File: src/rtl/branch_predictor_gshare.sv
// Gshare-style conditional branch predictor: global history register plus a table of saturating counters.
// Define GSHARE_XOR_EN to hash the PC with the history by XOR instead of concatenating them.
module branch_predictor_gshare #(
    parameter int HIST_W = 4,
    parameter int IDX_W  = 7,
    parameter int CNT_W  = 2
) (
    input  logic              clk_i,
    input  logic              rst_i,
    input  logic              ce_i,
    input  logic              lk_valid_i,
    input  logic [31:0]       lk_pc_i,
    output logic              pred_taken_o,
    output logic [IDX_W-1:0]  pred_idx_o,
    output logic [HIST_W-1:0] pred_ghr_o,
    input  logic              upd_valid_i,
    input  logic [IDX_W-1:0]  upd_idx_i,
    input  logic [HIST_W-1:0] upd_ghr_i,
    input  logic              upd_taken_i,
    input  logic              upd_mispredict_i,
    output logic              ready_o,
    output logic [HIST_W-1:0] ghr_o
);
    localparam int DEPTH = 1 << IDX_W;
    localparam logic [CNT_W-1:0] WEAK_T  = {1'b1, {(CNT_W-1){1'b0}}};
    localparam logic [CNT_W-1:0] CNT_MAX = '1;

    typedef enum logic {S_INIT, S_RUN} state_t;

    state_t            state_q, state_d;
    logic [IDX_W-1:0]  ptr_q, ptr_d;
    logic [HIST_W-1:0] ghr_q, ghr_d;
    logic [CNT_W-1:0]  pht_q [DEPTH];

    logic [IDX_W-1:0]  lk_idx;
    logic [CNT_W-1:0]  lk_cnt, upd_cnt, upd_cnt_nxt;
    logic              wr_en;
    logic [IDX_W-1:0]  wr_idx;
    logic [CNT_W-1:0]  wr_cnt;
    logic              unused_bits;

`ifdef GSHARE_XOR_EN
    assign lk_idx = lk_pc_i[IDX_W+1:2] ^ IDX_W'(ghr_q);
`else
    if (IDX_W > HIST_W) begin : g_cat
        assign lk_idx = {lk_pc_i[IDX_W-HIST_W+1:2], ghr_q};
    end else begin : g_ghr
        assign lk_idx = ghr_q;
    end
`endif

    // Only some PC bits and the oldest returned history bit feed the logic.
    assign unused_bits = ^{lk_pc_i, upd_ghr_i[HIST_W-1]};

    assign lk_cnt       = pht_q[lk_idx];
    assign pred_taken_o = (state_q == S_RUN) && lk_cnt[CNT_W-1];
    assign pred_idx_o   = lk_idx;
    assign pred_ghr_o   = ghr_q;
    assign ready_o      = (state_q == S_RUN);
    assign ghr_o        = ghr_q;

    assign upd_cnt = pht_q[upd_idx_i];
    always_comb begin
        upd_cnt_nxt = upd_cnt;
        if (upd_taken_i) begin
            if (upd_cnt != CNT_MAX) upd_cnt_nxt = upd_cnt + CNT_W'(1);
        end else begin
            if (upd_cnt != '0) upd_cnt_nxt = upd_cnt - CNT_W'(1);
        end
    end

    always_comb begin
        state_d = state_q;
        ptr_d   = ptr_q;
        ghr_d   = ghr_q;
        wr_en   = 1'b0;
        wr_idx  = ptr_q;
        wr_cnt  = WEAK_T;
        if (ce_i) begin
            case (state_q)
                S_INIT: begin
                    wr_en = 1'b1;
                    ptr_d = ptr_q + IDX_W'(1);
                    if (ptr_q == '1) state_d = S_RUN;
                end
                default: begin
                    if (upd_valid_i) begin
                        wr_en  = 1'b1;
                        wr_idx = upd_idx_i;
                        wr_cnt = upd_cnt_nxt;
                    end
                    // A mispredict repair replaces any speculative shift from this cycle.
                    if (upd_valid_i && upd_mispredict_i)
                        ghr_d = {upd_ghr_i[HIST_W-2:0], upd_taken_i};
                    else if (lk_valid_i)
                        ghr_d = {ghr_q[HIST_W-2:0], pred_taken_o};
                end
            endcase
        end
    end

    always_ff @(posedge clk_i) begin
        if (!rst_i) begin
            state_q <= S_INIT;
            ptr_q   <= '0;
            ghr_q   <= '0;
        end else begin
            state_q <= state_d;
            ptr_q   <= ptr_d;
            ghr_q   <= ghr_d;
        end
    end

    always_ff @(posedge clk_i) begin
        if (rst_i && wr_en) pht_q[wr_idx] <= wr_cnt;
    end
endmodule

File: config.mk
export PLATFORM = sky130hd
export DESIGN_NAME = branch_predictor_gshare
export DESIGN_NICKNAME = d
export VERILOG_FILES = /design/src/rtl/branch_predictor_gshare.sv
export SDC_FILE = /design/constraint.sdc
export NUM_CORES = 1
export LEC_CHECK = 0
export ABC_CLOCK_PERIOD_IN_PS = 9500
export BUFFER_PORTS_ARGS = -buffer_cell sky130_fd_sc_hd__buf_2
export CAP_MARGIN = 20
export CORE_MARGIN = 2
export CORE_UTILIZATION = 30
export CTS_CLUSTER_SIZE = 10
export DETAILED_ROUTE_END_ITERATION = 10
export PLACE_DENSITY_LB_ADDON = 0.05
export SYNTH_ARGS = -nofsm -noshare
export SYNTH_HDL_FRONTEND = slang
export SYNTH_SLANG_ARGS = --single-unit
export TNS_END_PERCENT = 5
File: constraint.sdc
create_clock -name clk_i -period 9.5 [get_ports clk_i]
set_clock_uncertainty 0.15 [all_clocks]
set_input_delay 0.475 -clock clk_i [delete_from_list [all_inputs] [get_ports clk_i]]
set_output_delay 0.475 -clock clk_i [all_outputs]
set_load 0.02 [all_outputs]
==> impl_metrics.env, run 1 <==
export IMPL_whs_endpoint="ghr_o[0]"
export IMPL_r2r_slack_ps=5490
export IMPL_fmax_mhz=216.5
export IMPL_dieArea_mm2=0.04344
export IMPL_cts_buffers=31
export IMPL_insertedDiodeCount=0
export IMPL_r2r_cells=5
export IMPL_path_class="input port to register"
export IMPL_drv_cap=0
export IMPL_irDropWorstVdd_mv=0.09976
export IMPL_place_ws_ps=4268
export IMPL_fin_crit_sh_pct=48.62
export IMPL_drtIter0Drc=569
export IMPL_antenna_found_initial=0
export IMPL_hold_buffers=0
export IMPL_tightestPinTransition_ps=1148
export IMPL_clockBufferDepth=3
export IMPL_core_mm2=0.04102
export IMPL_min_path_cells=3
export IMPL_setup_viol=0
export IMPL_synth_top_area_cell="edfxtp_1"
export IMPL_die_h_um=208.4
export IMPL_hold_violations=0
export IMPL_cts_setup_buffers=0
export IMPL_syn_area_mm2=0.01254
export IMPL_power_density_mw_per_mm2=174.4
export IMPL_cts_tree="done"
export IMPL_nFillCells=3964
export IMPL_required_ps=9590
export IMPL_maxSlewHeadroom_pct=23.27
export IMPL_path_buf_inv=3
export IMPL_grt_pass1_wl_um=54210
export IMPL_finalWorstSetupSlack_ps=4881
export IMPL_finalSetupTns_ps=0
export IMPL_min_path_type="input port to register"
export IMPL_drt_total_wl_um=36690
export IMPL_final_util_pct=34.45
export IMPL_synth_yosys_seq_area_share_pct=63.24
export IMPL_grt_setup_unrepaired="false"
export IMPL_grt_max_degree=81
export IMPL_cpMostUsedCell="buf_4"
export IMPL_first_global_vias=7932
export IMPL_end_kind="register"
export IMPL_final_cells=1421
export IMPL_port_buffer_count=36
export IMPL_dr_pass1_iters=5
export IMPL_pin_count=67
export IMPL_root_buffer="clkbuf_16"
export IMPL_gp_congestion=0.7614
export IMPL_cts_num_sinks=268
export IMPL_num_vias=7530
export IMPL_yosysWarningCount=0
export IMPL_synthDistinctLibCells=50
export IMPL_path_max_fanout=80
export IMPL_period_needed_ps=4619
export IMPL_gr_usage_all_layers_pct=17.08
export IMPL_dp_hpwl_um=24070
export IMPL_clkTransAtPathRegs_ps=50
export IMPL_p_leak_nw=4.575
export IMPL_worstHoldStart="upd_mispredict_i"
export IMPL_synth_top_area_share_pct=61.32
export IMPL_htreeDepth=1
export IMPL_cpLargestDelayFamily="buffers and inverters"
export IMPL_detail_route_antenna_nets=0
export IMPL_syn_nets=888
export IMPL_ys_top_cells_by_area="edfxtp_1 (61%), mux4_2 (13%), nor2_1 (4.2%), mux4_1 (2.7%), nand2_1 (2.0%)"
export IMPL_initial_utilization_pct=30.56
export IMPL_drc=0
export IMPL_worstSetupStartpointType="input port"
export IMPL_post_drt_via_cell_ratio=5.299
export IMPL_dp_cells=1363
export IMPL_syn_avg_cell_area_um2=14.98
export IMPL_nets=916
export IMPL_globalRouteOverflowTotal=0
export IMPL_cp_arrival_ps=4710
export IMPL_synthToLayoutAreaGrowth_pct=12.71
export IMPL_synth_seq_cells=268
export IMPL_drive_gt1_share_pct=20.02
export IMPL_synthArstFlopShare_pct=0
export IMPL_synth_cells=837
export IMPL_synth_main_ff_cell="edfxtp_1"
export IMPL_wire_per_inst_um=25.82
export IMPL_cts_resized=0
export IMPL_crit_chain="buf_4 > buf_4 > mux2_2 > o22ai_1 > o311ai_0 > a31oi_1 > nor4_1 > a21oi_1 > o21ai_4 > buf_4"
export IMPL_drv_slew=0
export IMPL_chipWidth_um=208.4
export IMPL_synth_edf_count=256
export IMPL_yosysMostFrequentCell="edfxtp_1"
export IMPL_rows=74
export IMPL_slowest_delay_ps=790
export IMPL_outcome="completed"
export IMPL_r2r_start="ready_o"
export IMPL_r2r_end="pht_q[28][1]"
export IMPL_netlist_top_cells_count="edfxtp_1 (256), nor2_1 (139), mux4_2 (71)"
export IMPL_insertion_delay_ps=570
export IMPL_slowest_stage="o311ai_0"
-- worst min-delay path: stages --
cell     delay [ps]
buf_2           130
nand3_1          80
a31oi_1          80
-- registers in the layout (all words and copies together), names as in the netlist --
name,cells
ghr_o,4
pht_q,256
ptr_q,7
ready_o,1
-- per-layer routing --
metal | wire length (um) | global-route usage (%)
met1 | 16700 | 23.87
met4 | 811 | 4.862
met2 | 17120 | 27.31
met3 | 2058 | 3.049
met5 | 0 | 0
-- cell type report --
class | instances | area [um^2] | share of cell area [%]
clock buffers | 57 | 904.6 | 6.403
inverters | 2 | 7.507 | 0.05313
multi-input cells | 507 | 4234 | 29.97
flip-flops and latches | 268 | 7929 | 56.12
well taps | 532 | 665.6 | 4.711
repair buffers | 55 | 387.9 | 2.745
-- per-stage QoR --
| step | cell area, um^2 | power, mW | hold slack [ps] |
|---|---|---|---|
| 6_report | 14130 | 2.463 | 94.65 |
| 5_1_grt | 14130 | 2.546 | 94.61 |
| 4_1_cts | 14100 | 2.496 | 54.75 |
| 3_5_place_dp | 13200 | 1.396 | 429.1 |
| 3_3_place_gp | 13130 | 1.394 | 414.1 |
| 2_1_floorplan | 12540 | 1.363 | 359.8 |
-- logic make-up (layout without fill, tap and decap cells) --
logic type | Yosys count | after routing | synth area share [%]
flops | 268 | 268 | 63.24
fa+ha+maj | 1 | 1 | 0.09979
buf+inv | 62 | 114 | 3.164
mux | 110 | 110 | 17.68
xor+xnor | 4 | 4 | 0.2795
simple gates | 306 | 306 | 10.90
compound gates | 86 | 86 | 4.641
-- power breakdown --
group	switching, mW	internal, mW
logic	0.0630	0.0311
registers	0.00189	1.28
clock network	0.461	0.631
total	0.525	1.94
-- how the worst max path moves through the flow --
stage	end	start	cells past startpoint
3_5_place_dp	pht_q[122][1]	upd_idx_i[1]	10
6_report	pht_q[108][1]	upd_idx_i[1]	10
4_1_cts	pht_q[123][1]	upd_idx_i[1]	10
5_1_grt	pht_q[108][1]	upd_idx_i[1]	10
3_3_place_gp	pht_q[122][1]	upd_idx_i[1]	10
2_1_floorplan	pht_q[0][0]	upd_idx_i[0]	8
-- cell usage in the layout (no fill, tap or decap), types with 3 or more instances in the layout --
cell type,instances
nand2b_1,7
mux4_1,13
a211o_1,4
nor2b_1,13
clkbuf_1,24
buf_2,34
a31oi_1,8
or3_1,4
mux2_2,12
dfxtp_1,11
a211oi_1,4
nand2_1,67
edfxtp_1,256
nand3b_1,7
nand3_1,40
o311ai_0,4
and2_1,6
nand4_1,6
a21oi_1,3
o21ai_0,18
a22oi_1,16
buf_4,17
xnor2_1,3
o22ai_1,12
o211a_1,4
mux2i_1,14
nor2_1,139
clkbuf_16,32
nor3_1,7
mux4_2,71
No activity file was read; power rests on OpenSTA's default activity.
==> inputs of run 2 (changes only) <==
--- a/config.mk
+++ b/config.mk
@@ -5,7 +5,7 @@
 export SDC_FILE = /design/constraint.sdc
 export NUM_CORES = 1
 export LEC_CHECK = 0
-export ABC_CLOCK_PERIOD_IN_PS = 9500
+export ABC_CLOCK_PERIOD_IN_PS = 4450
 export BUFFER_PORTS_ARGS = -buffer_cell sky130_fd_sc_hd__buf_2
 export CAP_MARGIN = 20
 export CORE_MARGIN = 2
==> constraint.sdc (replaced) <==
create_clock -name clk_i -period 4.45 [get_ports clk_i]
set_clock_uncertainty 0.15 [all_clocks]
set_input_delay 0.2225 -clock clk_i [delete_from_list [all_inputs] [get_ports clk_i]]
set_output_delay 0.2225 -clock clk_i [all_outputs]
set_load 0.02 [all_outputs]
==> run 2 against run 1 <==
Net effect:
- critical path depth shrank 3
- sequential cell count is the same
- combinational power grew 120%
- worst hold slack lost 32 ps
- first-iteration DRC count shrank 7.6%
- die area is the same
- final area grew 1.9%
- setup slack lost 4200 ps
- sequential power grew 110%
- critical path type is now register to primary output
- largest cell class unchanged
==> impl_metrics.env, run 2 (synthesized netlist as in run 1, its figures left out) <==
export IMPL_detail_route_antenna_nets=0
export IMPL_slowest_delay_ps=740
export IMPL_min_path_type="input port to register"
export IMPL_power_density_mw_per_mm2=375.6
export IMPL_finalSetupTns_ps=0
export IMPL_stdcell_area_mm2=0.01440
export IMPL_gp_congestion=0.7726
export IMPL_wire_per_inst_um=26.12
export IMPL_seq_area_mm2=0.007929
export IMPL_tightestPinTransition_ps=893.5
export IMPL_total_power_mw=5.408
export IMPL_grt_pass1_wl_um=55280
export IMPL_hold_violations=0
export IMPL_fmax_mhz=263.5
export IMPL_required_ps=4080
export IMPL_cts_num_sinks=268
export IMPL_cpLargestDelayFamily="compound AO/OA/AOI/OAI gates"
export IMPL_die_h_um=208.4
export IMPL_pin_count=67
export IMPL_placed_area_mm2=0.01334
export IMPL_worstSetupStartpointType="register"
export IMPL_drtIter0Drc=526
export IMPL_drv_slew=0
export IMPL_path_max_fanout=14
export IMPL_maxSlewHeadroom_pct=39.92
export IMPL_root_buffer="clkbuf_16"
export IMPL_antenna_found_initial=0
export IMPL_drt_total_wl_um=37590
export IMPL_rows=74
export IMPL_num_vias=7647
export IMPL_grt_setup_unrepaired="false"
export IMPL_setup_viol=0
export IMPL_layout_commonest_cell="edfxtp_1"
export IMPL_path_class="register to primary output"
export IMPL_drv_cap=0
export IMPL_gr_usage_all_layers_pct=17.59
export IMPL_core_mm2=0.04102
export IMPL_cts_buffers=34
export IMPL_nets=941
export IMPL_dr_pass1_iters=5
export IMPL_p_leak_nw=4.720
export IMPL_insertedDiodeCount=0
export IMPL_port_buffer_count=36
export IMPL_insertion_delay_ps=520
export IMPL_first_global_vias=8048
export IMPL_path_buf_inv=1
export IMPL_crit_chain="mux4_1 > o22ai_1 > nor3_1 > a31oi_1 > or3b_1 > o211a_1 > buf_2"
export IMPL_dp_hpwl_um=25320
export IMPL_largest_register="pht_q"
export IMPL_drc=0
export IMPL_period_needed_ps=3795
export IMPL_initial_utilization_pct=30.56
export IMPL_slowest_stage="dfxtp_2"
export IMPL_final_cell_mix="edfxtp_1 (256), nor2_1 (139), mux4_2 (71)"
export IMPL_cp_arrival_ps=3420
export IMPL_clkTransAtPathRegs_ps=60
export IMPL_synthToLayoutAreaGrowth_pct=14.87
export IMPL_cts_tree="done"
export IMPL_multiInputGateArea_mm2=0.004234
export IMPL_post_drt_via_cell_ratio=5.314
export IMPL_largest_register_ffs=256
export IMPL_chipWidth_um=208.4
export IMPL_clockBufferDepth=3
export IMPL_dieArea_mm2=0.04344
export IMPL_fin_crit_sh_pct=85.28
export IMPL_htreeDepth=2
export IMPL_grt_max_degree=81
export IMPL_nFillCells=3920
export IMPL_drive_gt1_share_pct=21.94
export IMPL_irDropWorstVdd_mv=0.1495
export IMPL_end_kind="primary output"
export IMPL_globalRouteOverflowTotal=0
export IMPL_outcome="completed"
export IMPL_cts_resized=0
run 2: tightest hold or removal path: stages:
cell	delay, ps
buf_2	160
nand3_1	100
nand3_1	70
o211a_1	120
run 2: layer usage:
metal	share of wire (%)	global-route usage, %
met2	46	27.66
met4	2.4	5.309
met1	47	25.03
met3	4.9	2.898
met5	0	0
run 2: final timing paths:
path                            depth (start not counted)      endpoint  slack, ps         from
worst max-delay path                                    7  pred_taken_o        650     ghr_o[0]
worst min-delay path                                    4      ghr_o[1]         60  upd_valid_i
worst max register to register                          8      ghr_o[0]        770     ghr_o[0]
worst min register to register                          2      ptr_q[5]        440     ptr_q[5]
run 2: area by class of cell:
cell class              count  share of cell area [%]
clock buffers              49                   6.586
multi-input cells         507                   29.40
well taps                 532                   4.622
clock inverters             4                  0.1912
repair buffers             77                   4.084
flip-flops and latches    268                   55.06
inverters                   2                 0.05213
run 2: power by group:
| group | switching [mW] | internal, mW | total [mW] |
|---|---|---|---|
| logic | 0.137 | 0.0706 | 0.207 |
| registers | 0.00376 | 2.72 | 2.73 |
| clock network | 1.00 | 1.47 | 2.47 |
run 2: repair_timing:
item | CTS | global route
setup buffers | 0 | 0
endpoints found under the hold margin | 12 | 0
hold buffers | 8 | 0
run 2: through the flow:
step | hold slack [ps] | setup slack [ps] | instances | utilization (%)
6_report | 62.74 | 654.9 | 1439 | 35.11
4_1_cts | 45.28 | 642.7 | 1439 | 35.11
3_5_place_dp | 418.3 | 617.6 | 1378 | 32.53
5_1_grt | 71.59 | 530.2 | 1439 | 35.11
2_1_floorplan | 210.8 | 169.7 | 837 | -
3_3_place_gp | 407.7 | 672.2 | 1378 | 32.53
